==> src/rtl/bus_arb_pkg.sv <==
// Shared types and helpers for the multi-lane round-robin bus arbiter.
// Helpers work on fixed maximum-width vectors so any lane configuration can share them.
package bus_arb_pkg;

  localparam int PKT_MAX = 256;
  localparam int ID_MAX  = 32;
  localparam int DRV_MAX = 64;
  localparam int IDX_W   = 6;

  typedef enum logic {
    IDLE,
    DELIVER
  } lane_state_e;

  typedef struct packed {
    logic             valid;
    logic [IDX_W-1:0] idx;
  } pick_t;

  // Destination field is the top dst_w bits of a pkt_w-bit packet; upper bits return zero.
  function automatic logic [ID_MAX-1:0] get_dest(input logic [PKT_MAX-1:0] pkt,
                                                 input int pkt_w, input int dst_w);
    logic [PKT_MAX-1:0] shifted;
    logic [ID_MAX-1:0]  dest;
    shifted = pkt >> (pkt_w - dst_w);
    dest    = '0;
    for (int i = 0; i < ID_MAX; i++) begin
      if (i < dst_w) dest[i] = shifted[i];
    end
    return dest;
  endfunction

  // First pending index searching upward from last+1, wrapping modulo n.
  function automatic pick_t rr_pick(input logic [DRV_MAX-1:0] pend, input int last,
                                    input int n);
    pick_t p;
    int    idx;
    p.valid = 1'b0;
    p.idx   = '0;
    for (int k = DRV_MAX; k >= 1; k--) begin
      if (k <= n) begin
        idx = last + k;
        if (idx >= n) idx = idx - n;
        if (pend[idx]) begin
          p.valid = 1'b1;
          p.idx   = IDX_W'(idx);
        end
      end
    end
    return p;
  endfunction

endpackage

==> src/rtl/bus_arb_lane.sv <==
// One bus lane: round-robin pick of a pending device, one-cycle pop, then a
// one-cycle push to the addressed device(s) or a saturating drop count.
module bus_arb_lane
  import bus_arb_pkg::*;
#(
  parameter int                drvrs     = 4,
  parameter int                pckg_sz   = 16,
  parameter int                id_w      = 8,
  parameter logic [id_w-1:0]   broadcast = 8'hFF,
  parameter int                cnt_w     = 16
) (
  input  logic                              clk,
  input  logic                              reset,
  input  logic [drvrs-1:0]                  pndng,
  input  logic [drvrs-1:0][pckg_sz-1:0]     D_pop,
  output logic [drvrs-1:0]                  pop,
  output logic [drvrs-1:0]                  push,
  output logic [drvrs-1:0][pckg_sz-1:0]     D_push,
  output logic [cnt_w-1:0]                  drop_cnt,
  output logic                              busy
);

  localparam int IW = (drvrs > 1) ? $clog2(drvrs) : 1;

  lane_state_e        r_state;
  logic [IW-1:0]      r_last;   // last winner, which is also the sender during DELIVER
  logic [pckg_sz-1:0] r_pkt;
  logic [drvrs-1:0]   r_pop;
  logic [drvrs-1:0]   r_push;
  logic [cnt_w-1:0]   r_drop;

  lane_state_e        w_state_nxt;
  pick_t              w_pick;
  logic               w_take;
  logic [drvrs-1:0]   w_pop_nxt;
  logic [drvrs-1:0]   w_push_nxt;
  logic [pckg_sz-1:0] w_pkt_nxt;
  logic               w_drop_inc;
  logic [ID_MAX-1:0]  w_dest;
  logic               w_is_bcast;
  int                 w_dest_int;

  assign w_pick     = rr_pick(DRV_MAX'(pndng), int'(r_last), drvrs);
  assign w_take     = (r_state == IDLE) && w_pick.valid;
  assign w_dest     = get_dest(PKT_MAX'(r_pkt), pckg_sz, id_w);
  assign w_is_bcast = (w_dest == ID_MAX'(broadcast));
  assign w_dest_int = int'(w_dest);

  always_comb begin
    // NOTE: every signal gets a default before the case so no path can infer a latch.
    w_state_nxt = r_state;
    w_pop_nxt   = '0;
    w_push_nxt  = '0;
    w_pkt_nxt   = r_pkt;
    w_drop_inc  = 1'b0;
    unique case (r_state)
      IDLE: begin
        if (w_pick.valid) begin
          w_state_nxt = DELIVER;
          for (int j = 0; j < drvrs; j++) begin
            if (j == int'(w_pick.idx)) begin
              w_pop_nxt[j] = 1'b1;
              w_pkt_nxt    = D_pop[j];
            end
          end
        end
      end
      DELIVER: begin
        w_state_nxt = IDLE;
        if (w_is_bcast) begin
          for (int j = 0; j < drvrs; j++) begin
            if (j != int'(r_last)) w_push_nxt[j] = 1'b1;
          end
        end else if (w_dest_int < drvrs) begin
          for (int j = 0; j < drvrs; j++) begin
            if (j == w_dest_int) w_push_nxt[j] = 1'b1;
          end
        end else begin
          w_drop_inc = 1'b1;
        end
      end
      default: w_state_nxt = IDLE;
    endcase
  end

  always_ff @(posedge clk) begin
    if (reset) begin
      // NOTE: r_pkt is a plain register feeding D_push, which must read zero after reset, so it is reset.
      r_state <= IDLE;
      r_last  <= IW'(drvrs - 1);
      r_pkt   <= '0;
      r_pop   <= '0;
      r_push  <= '0;
      r_drop  <= '0;
    end else begin
      // NOTE: non-blocking assignments so every register samples pre-edge values.
      r_state <= w_state_nxt;
      r_pop   <= w_pop_nxt;
      r_push  <= w_push_nxt;
      if (w_take) begin
        r_pkt  <= w_pkt_nxt;
        r_last <= IW'(w_pick.idx);
      end
      if (w_drop_inc && (r_drop != '1)) r_drop <= r_drop + cnt_w'(1);
    end
  end

  assign pop      = r_pop;
  assign push     = r_push;
  assign D_push   = {drvrs{r_pkt}};
  assign drop_cnt = r_drop;
  assign busy     = (r_state == DELIVER);

endmodule

==> src/rtl/bus_rr_arbiter.sv <==
// Multi-bus arbiter/router: `bits` fully independent lanes, each with its own
// round-robin pointer; this level is wiring only.
module bus_rr_arbiter
  import bus_arb_pkg::*;
#(
  parameter int              bits      = 1,
  parameter int              drvrs     = 4,
  parameter int              pckg_sz   = 16,
  parameter int              id_w      = 8,
  parameter logic [id_w-1:0] broadcast = 8'hFF,
  parameter int              cnt_w     = 16
) (
  input  logic                                     clk,
  input  logic                                     reset,
  input  logic [bits-1:0][drvrs-1:0]               pndng,
  input  logic [bits-1:0][drvrs-1:0][pckg_sz-1:0]  D_pop,
  output logic [bits-1:0][drvrs-1:0]               pop,
  output logic [bits-1:0][drvrs-1:0]               push,
  output logic [bits-1:0][drvrs-1:0][pckg_sz-1:0]  D_push,
  output logic [bits-1:0][cnt_w-1:0]               drop_cnt,
  output logic [bits-1:0]                          busy
);

  for (genvar b = 0; b < bits; b++) begin : g_lane
    bus_arb_lane #(
      .drvrs    (drvrs),
      .pckg_sz  (pckg_sz),
      .id_w     (id_w),
      .broadcast(broadcast),
      .cnt_w    (cnt_w)
    ) u_lane (
      .clk     (clk),
      .reset   (reset),
      .pndng   (pndng[b]),
      .D_pop   (D_pop[b]),
      .pop     (pop[b]),
      .push    (push[b]),
      .D_push  (D_push[b]),
      .drop_cnt(drop_cnt[b]),
      .busy    (busy[b])
    );
  end

endmodule

==> config.mk <==
export PLATFORM = sky130hd
export DESIGN_NAME = bus_rr_arbiter
export DESIGN_NICKNAME = d
export VERILOG_FILES = /design/src/rtl/bus_arb_pkg.sv /design/src/rtl/bus_arb_lane.sv /design/src/rtl/bus_rr_arbiter.sv
export SDC_FILE = /design/constraint.sdc
export NUM_CORES = 1
export LEC_CHECK = 0
export ABC_AREA = 1
export ABC_CLOCK_PERIOD_IN_PS = 5250
export CORE_AREA = 3 3 82 100
export CTS_CLUSTER_DIAMETER = 150
export DETAILED_ROUTE_END_ITERATION = 6
export DIE_AREA = 0 0 85 103
export HOLD_SLACK_MARGIN = 0.05
export PLACE_DENSITY_LB_ADDON = 0.25
export SLEW_MARGIN = 15
export SYNTH_ARGS = -nofsm -noshare
export SYNTH_HDL_FRONTEND = slang
export SYNTH_HIERARCHICAL = 1
export SYNTH_SLANG_ARGS = --single-unit
export TNS_END_PERCENT = 50
==> constraint.sdc <==
create_clock -name clk -period 5.25 [get_ports clk]
set_clock_uncertainty 0.15 [all_clocks]
set_input_delay 0.7875 -clock clk [delete_from_list [all_inputs] [get_ports clk]]
set_output_delay 0.7875 -clock clk [all_outputs]
set_load 0.03 [all_outputs]
# ---- After elaboration in Yosys (flattened, before gate mapping)
# Cells that the tools add are included.
dict set report word_totals {
  register_bits 43
  word_cells 89
  output_inout_bits 89
  in_bits 70
}
dict set report op_classes {
  eq_ne 11
  n_lt_le_gt_ge 9
  add_sub_neg 9
  muxes 43
  n_reduce_logical 9
  bitwise 2
}
# op n
set ops {}
lappend ops {{32-bit by 4-bit greater-or-equal comparator with 1-bit output (second input constant)} 4}
lappend ops {{32-bit by 8-bit less-than comparator with 1-bit output (second input constant)} 4}
lappend ops {{32-bit two-way mux} 4}
lappend ops {{32-bit by 4-bit subtractor with 32-bit output (second input constant)} 4}
lappend ops {{16-bit two-way mux} 4}
lappend ops {{32-bit logical NOT} 1}
lappend ops {{7-bit two-way mux} 4}
lappend ops {{1-bit binary-select mux with 6-bit select} 4}
lappend ops {{1-bit two-way mux} 24}
lappend ops {{16-bit by 1-bit adder with 16-bit output (second input constant)} 1}
lappend ops {{3-bit by 8-bit equality test with 1-bit output (first input constant)} 2}
lappend ops {{16-bit inequality test (second input constant)} 1}
lappend ops {{3-bit by 6-bit equality test with 1-bit output (first input constant)} 2}
lappend ops {{2-bit by 8-bit equality test with 1-bit output (first input constant)} 1}
lappend ops {{8-bit equality test (second input constant)} 1}
lappend ops {{8-bit by 3-bit less-than comparator with 1-bit output (second input constant)} 1}
lappend ops {{4-bit two-way mux} 2}
lappend ops {{2-bit by 2-bit adder with 3-bit output (second input constant)} 2}
lappend ops {{2-bit by 6-bit equality test with 1-bit output (first input constant)} 1}
lappend ops {{6-bit logical NOT} 1}
lappend ops {{2-bit by 3-bit adder with 4-bit output (second input constant)} 1}
lappend ops {{2-bit inequality test (first input constant)} 2}
lappend ops {{4-bit AND reduction} 1}
lappend ops {{4-bit nonzero test} 1}
lappend ops {{8 further kinds} 10}

# ---- Longest topological paths before layout
dict set report depth {
  ltp_word 15
  depth_mapped 18
  depth_no_buf 16
}

# ---- Worst setup path before layout
# Ideal clock, no wire load.
dict set report synth_path {
  kind {register to register}
  from {reg g_lane[0].u_lane.r_last[0]}
  to {reg g_lane[0].u_lane.r_pkt[8]}
  path_stages_with_launch 18
  slack_ns 2.956
  period_less_slack_ns 2.294
  arrival_ns 2.031
  path_cell_list {dfxtp_1 > buf_6 > inv_6 > ha_1 > inv_1 > nand3_2 > inv_1 > nor2_2 > nand2_2 > nand3_2 > nand2_4 > nor2_8 > inv_6 > buf_8 > nor2_2 > nor2_1 > nand2_1 > nand2_1}
}
dict set report synth_between {
  elab_chain_len 14
}
# item line_no
set synth_lines {}
lappend synth_lines {{start: declaration} bus_arb_lane.sv:26} ;# logic [IW-1:0] r_last;
lappend synth_lines {{start signal: assignment} bus_arb_lane.sv:90} ;# r_last <= IW'(drvrs - 1);
lappend synth_lines {{start signal: assignment} bus_arb_lane.sv:102} ;# r_last <= IW'(w_pick.idx);
lappend synth_lines {{2-bit by 3-bit adder with 4-bit output} bus_arb_pkg.sv:42} ;# idx = last + k;
lappend synth_lines {{32-bit by 4-bit subtractor with 32-bit output / 32-bit by 4-bit greater-or-equal comparator with 1-bit output (equally long branches)} bus_arb_pkg.sv:43} ;# if (idx >= n) idx = idx - n;
lappend synth_lines {{32-bit two-way mux} bus_arb_pkg.sv:43}
lappend synth_lines {{1-bit binary-select mux with 6-bit select} bus_arb_pkg.sv:44} ;# if (pend[idx]) begin
lappend synth_lines {{1-bit two-way mux (implied by the code) (2 in series)} bus_arb_pkg.sv:44}
lappend synth_lines {{7-bit two-way mux (3 in series)} bus_arb_pkg.sv:44}
lappend synth_lines {{7-bit two-way mux (*)} bus_arb_pkg.sv:44}
lappend synth_lines {{2-bit by 6-bit equality test with 1-bit output} bus_arb_lane.sv:61} ;# if (j == int'(w_pick.idx)) begin
lappend synth_lines {{16-bit two-way mux (3 in series)} bus_arb_lane.sv:61}
lappend synth_lines {{end signal: assignment} bus_arb_lane.sv:101} ;# r_pkt <= w_pkt_nxt;
lappend synth_lines {{end: declaration} bus_arb_lane.sv:27} ;# logic [pckg_sz-1:0] r_pkt;
# Mark *: on every way between the ends. The rest lies on a longest branch, timed or not. The select of a mux whose other input is x is not followed.
# A chain may end at the register's enable or synchronous reset.

# ---- Final worst setup path
# Ends and elaborated chain as after synthesis.

==> results.cfg <==
[die]
rows = 34
core_um2 = 7270
dieArea_um2 = 8760
pin_count = 159
die_y_um = 103
initial_core_util_pct = 43.9
die_x_um = 85

[cells_and_area]
antenna_cells = 0
final_net_count = 679
fillers = 667
postLayoutCoreUtil_pct = 62.5
final_cells = 695
synthToLayoutAreaGrowth_pct = 42.3
drive_gt1_share_pct = 6.94

[timing]
fmax_mhz = 340
final_hold_viol_count = 0
maxSlewHeadroom_pct = 45.1
slew_violations = 0
timing.final.crit_share_pct = 56.0
period_minus_slack_ps = 2940
hold_ws_ps = 341
finalSetupViolCount = 0
rsz0062_at_grt = false
tns_ps = 0
tightest_slew_ps = 818

[worst_setup_path]
worstPathArrival_ps = 2980
cp-start-kind = register
cp.required_ps = 5290
critPathMaxFanout = 18
crit_path_end_kind = register
worstSetupPathType = reg -> reg

[clock_tree]
htree_levels = 2
ctsHoldBuffers = 0
cts.sink_count = 43
post_cts_buffers = 0
insertion_delay_ps = 300
clkTransAtPathRegs_ps = 90
cts_max_path_buffers = 2
cts_tree = done
ctsResizeCount = 0
cts_buffers = 5
clock_tree.root_cell = clkbuf_8

[synthesis]
synth_edf_count = 0
synthesis.nets = 576
synth_xor_area_share_pct = 1.37
syn_area_per_cell_um2 = 6.38
syn_inst = 501
synth_compound_area_share_pct = 7.64
synth_seq_cells = 43
ys.flop_type = dfxtp_1
synthAdderAreaFrac_pct = 1.96
synth_top_family_by_area = simple AND/OR/NAND/NOR gates
yosys_warnings = 6
muxShareOfSynthArea_pct = 0
ys_async_sr_fraction_pct = 0
yosys-top-cells-count = 129 x nand2_1, 69 x inv_1, 49 x buf_4, 47 x nor2_1, 43 x dfxtp_1
yosysMostFrequentCell = nand2_1
synth_area_leaders = dfxtp_1 27%, nand2_1 15%, buf_4 12%
synthDistinctLibCells = 33
synthSimpleGateAreaFrac_pct = 38.6
synth_top_cell_area_share_pct = 26.9
synth-seq-area-share_pct = 26.9
syn_area_um2 = 3190
synth.largest_area_cell = dfxtp_1

[global_routing]
grt-ovfl-total = 0
grt_pass1_vias = 3316
grt_max_degree = 22
grt_pass1_wl_mm = 15.1
grt_usage_pct = 21.0
antenna_found_initial = 0

[detailed_routing]
ant_nets = 0
detailedRoute.firstIterationViolations = 125
first_pass_iters = 4
post_drt_wl_per_cell_um = 13.6
wirelength_mm = 9.48
avgViaCountPerCell = 4.92
drcViolationCount = 0
num_vias = 3419

[power]
powerDensity_nw_per_um2 = 599
leakagePower_nw = 2.02
irDropWorstVdd_uv = 369

[hold_path]
holdCritPathClass = reg -> reg

[placed_design]
dp_cells = 687
io_buffers = 158
routabilityCongestion = 0.852
dp_hpwl_mm = 7.37

[job]
drv_cap = 0

[outcome]
status = completed
## power breakdown
part	switching (mW)	internal (mW)	total [mW]
Clock	0.118	0.154	0.272
Combinational	1.25	0.696	1.94
Sequential	0.102	0.405	0.507
## cells by family after synthesis
kind of cell	count (synthesis)
buffers and inverters	136
and+or+nand+nor	265
xor gates and xnor gates	5
adders and majority gates	5
DFF	43
AOI/OAI and AO/OA	47
## worst paths after layout
kind | startpoint | endpoint | slack [ps] | cells past startpoint
worst max-delay path | g_lane[0].u_lane/r_last[0]$_SDFFE_PP1P_ | g_lane[0].u_lane/r_pkt[8]$_SDFFE_PP0P_ | 2310 | 15
worst min-delay path | g_lane[0].u_lane/drop_cnt[4]$_SDFFE_PP0P_ | g_lane[0].u_lane/drop_cnt[4]$_SDFFE_PP0P_ | 340 | 1
worst max register to register | g_lane[0].u_lane/r_last[0]$_SDFFE_PP1P_ | g_lane[0].u_lane/r_pkt[8]$_SDFFE_PP0P_ | 2310 | 15
worst min register to register | g_lane[0].u_lane/drop_cnt[4]$_SDFFE_PP0P_ | g_lane[0].u_lane/drop_cnt[4]$_SDFFE_PP0P_ | 340 | 1
## through the flow
step / cell area (um2) / setup slack (ps) / power (mW)
finish: 4550 / 2310 / 2.72
global route: 4550 / 2010 / 2.94
CTS: 4550 / 2300 / 2.74
detailed placement: 4430 / 2110 / 2.45
global placement: 4430 / 2160 / 2.42
floorplan: 3190 / 2960 / 2.07
## area by class of cell
class                   count  area, um2  share of cell area (%)
clock inverters             2       35.0                   0.771
multi-input cells         322       1580                    34.8
well taps                  90        113                    2.48
inverters                  74        290                    6.38
flip-flops and latches     43        861                    18.9
repair buffers            158       1580                    34.8
clock buffers               6       82.6                    1.82
## critical path, stage by stage, from the launching register on
cell and delay [ps]:
dfxtp_1 660, inv_6 100, ha_1 380, inv_1 90, nand3_2 80, inv_1 50, nor2_2 110, nand2_2 70
nand3_2 290, nand2_4 140, nor2_8 260, inv_6 140, nor2_2 100, nor2_1 40, nand2_1 120, nand2_1 50
## cells in the final DEF (no fill, tap or decap), types with 5 or more instances in the layout
cell type and count:
nor3_1 6, nand3_1 32, dfxtp_1 43, clkdlybuf4s50_1 158, o21ai_0 10, inv_1 69
nand2_2 7, nand2_1 129, clkbuf_8 6, nand3_2 5, nand4_1 19, nor2_1 47
a21oi_1 32, nand2_4 6, ha_1 5, nor2_2 10
## metal layers
metal  vias to the layer above  share of wire, %  GRT usage (%)
met2                       144                53           39.6
met1                      1534                38           23.7
met4                         0               2.6           7.92
met5                         -                 0              0
met3                        18               6.4           3.44
li1                       1723                 -              -
## flip-flops by register name, indices dropped and copies added (netlist names)
name and count:
g_lane.u_lane/drop_cnt 16, g_lane.u_lane/r_last 2, g_lane.u_lane/push 4, g_lane.u_lane/r_pkt 16
g_lane.u_lane/pop 4, g_lane.u_lane/busy 1
Note: power is estimated with default switching activity, not from simulation.
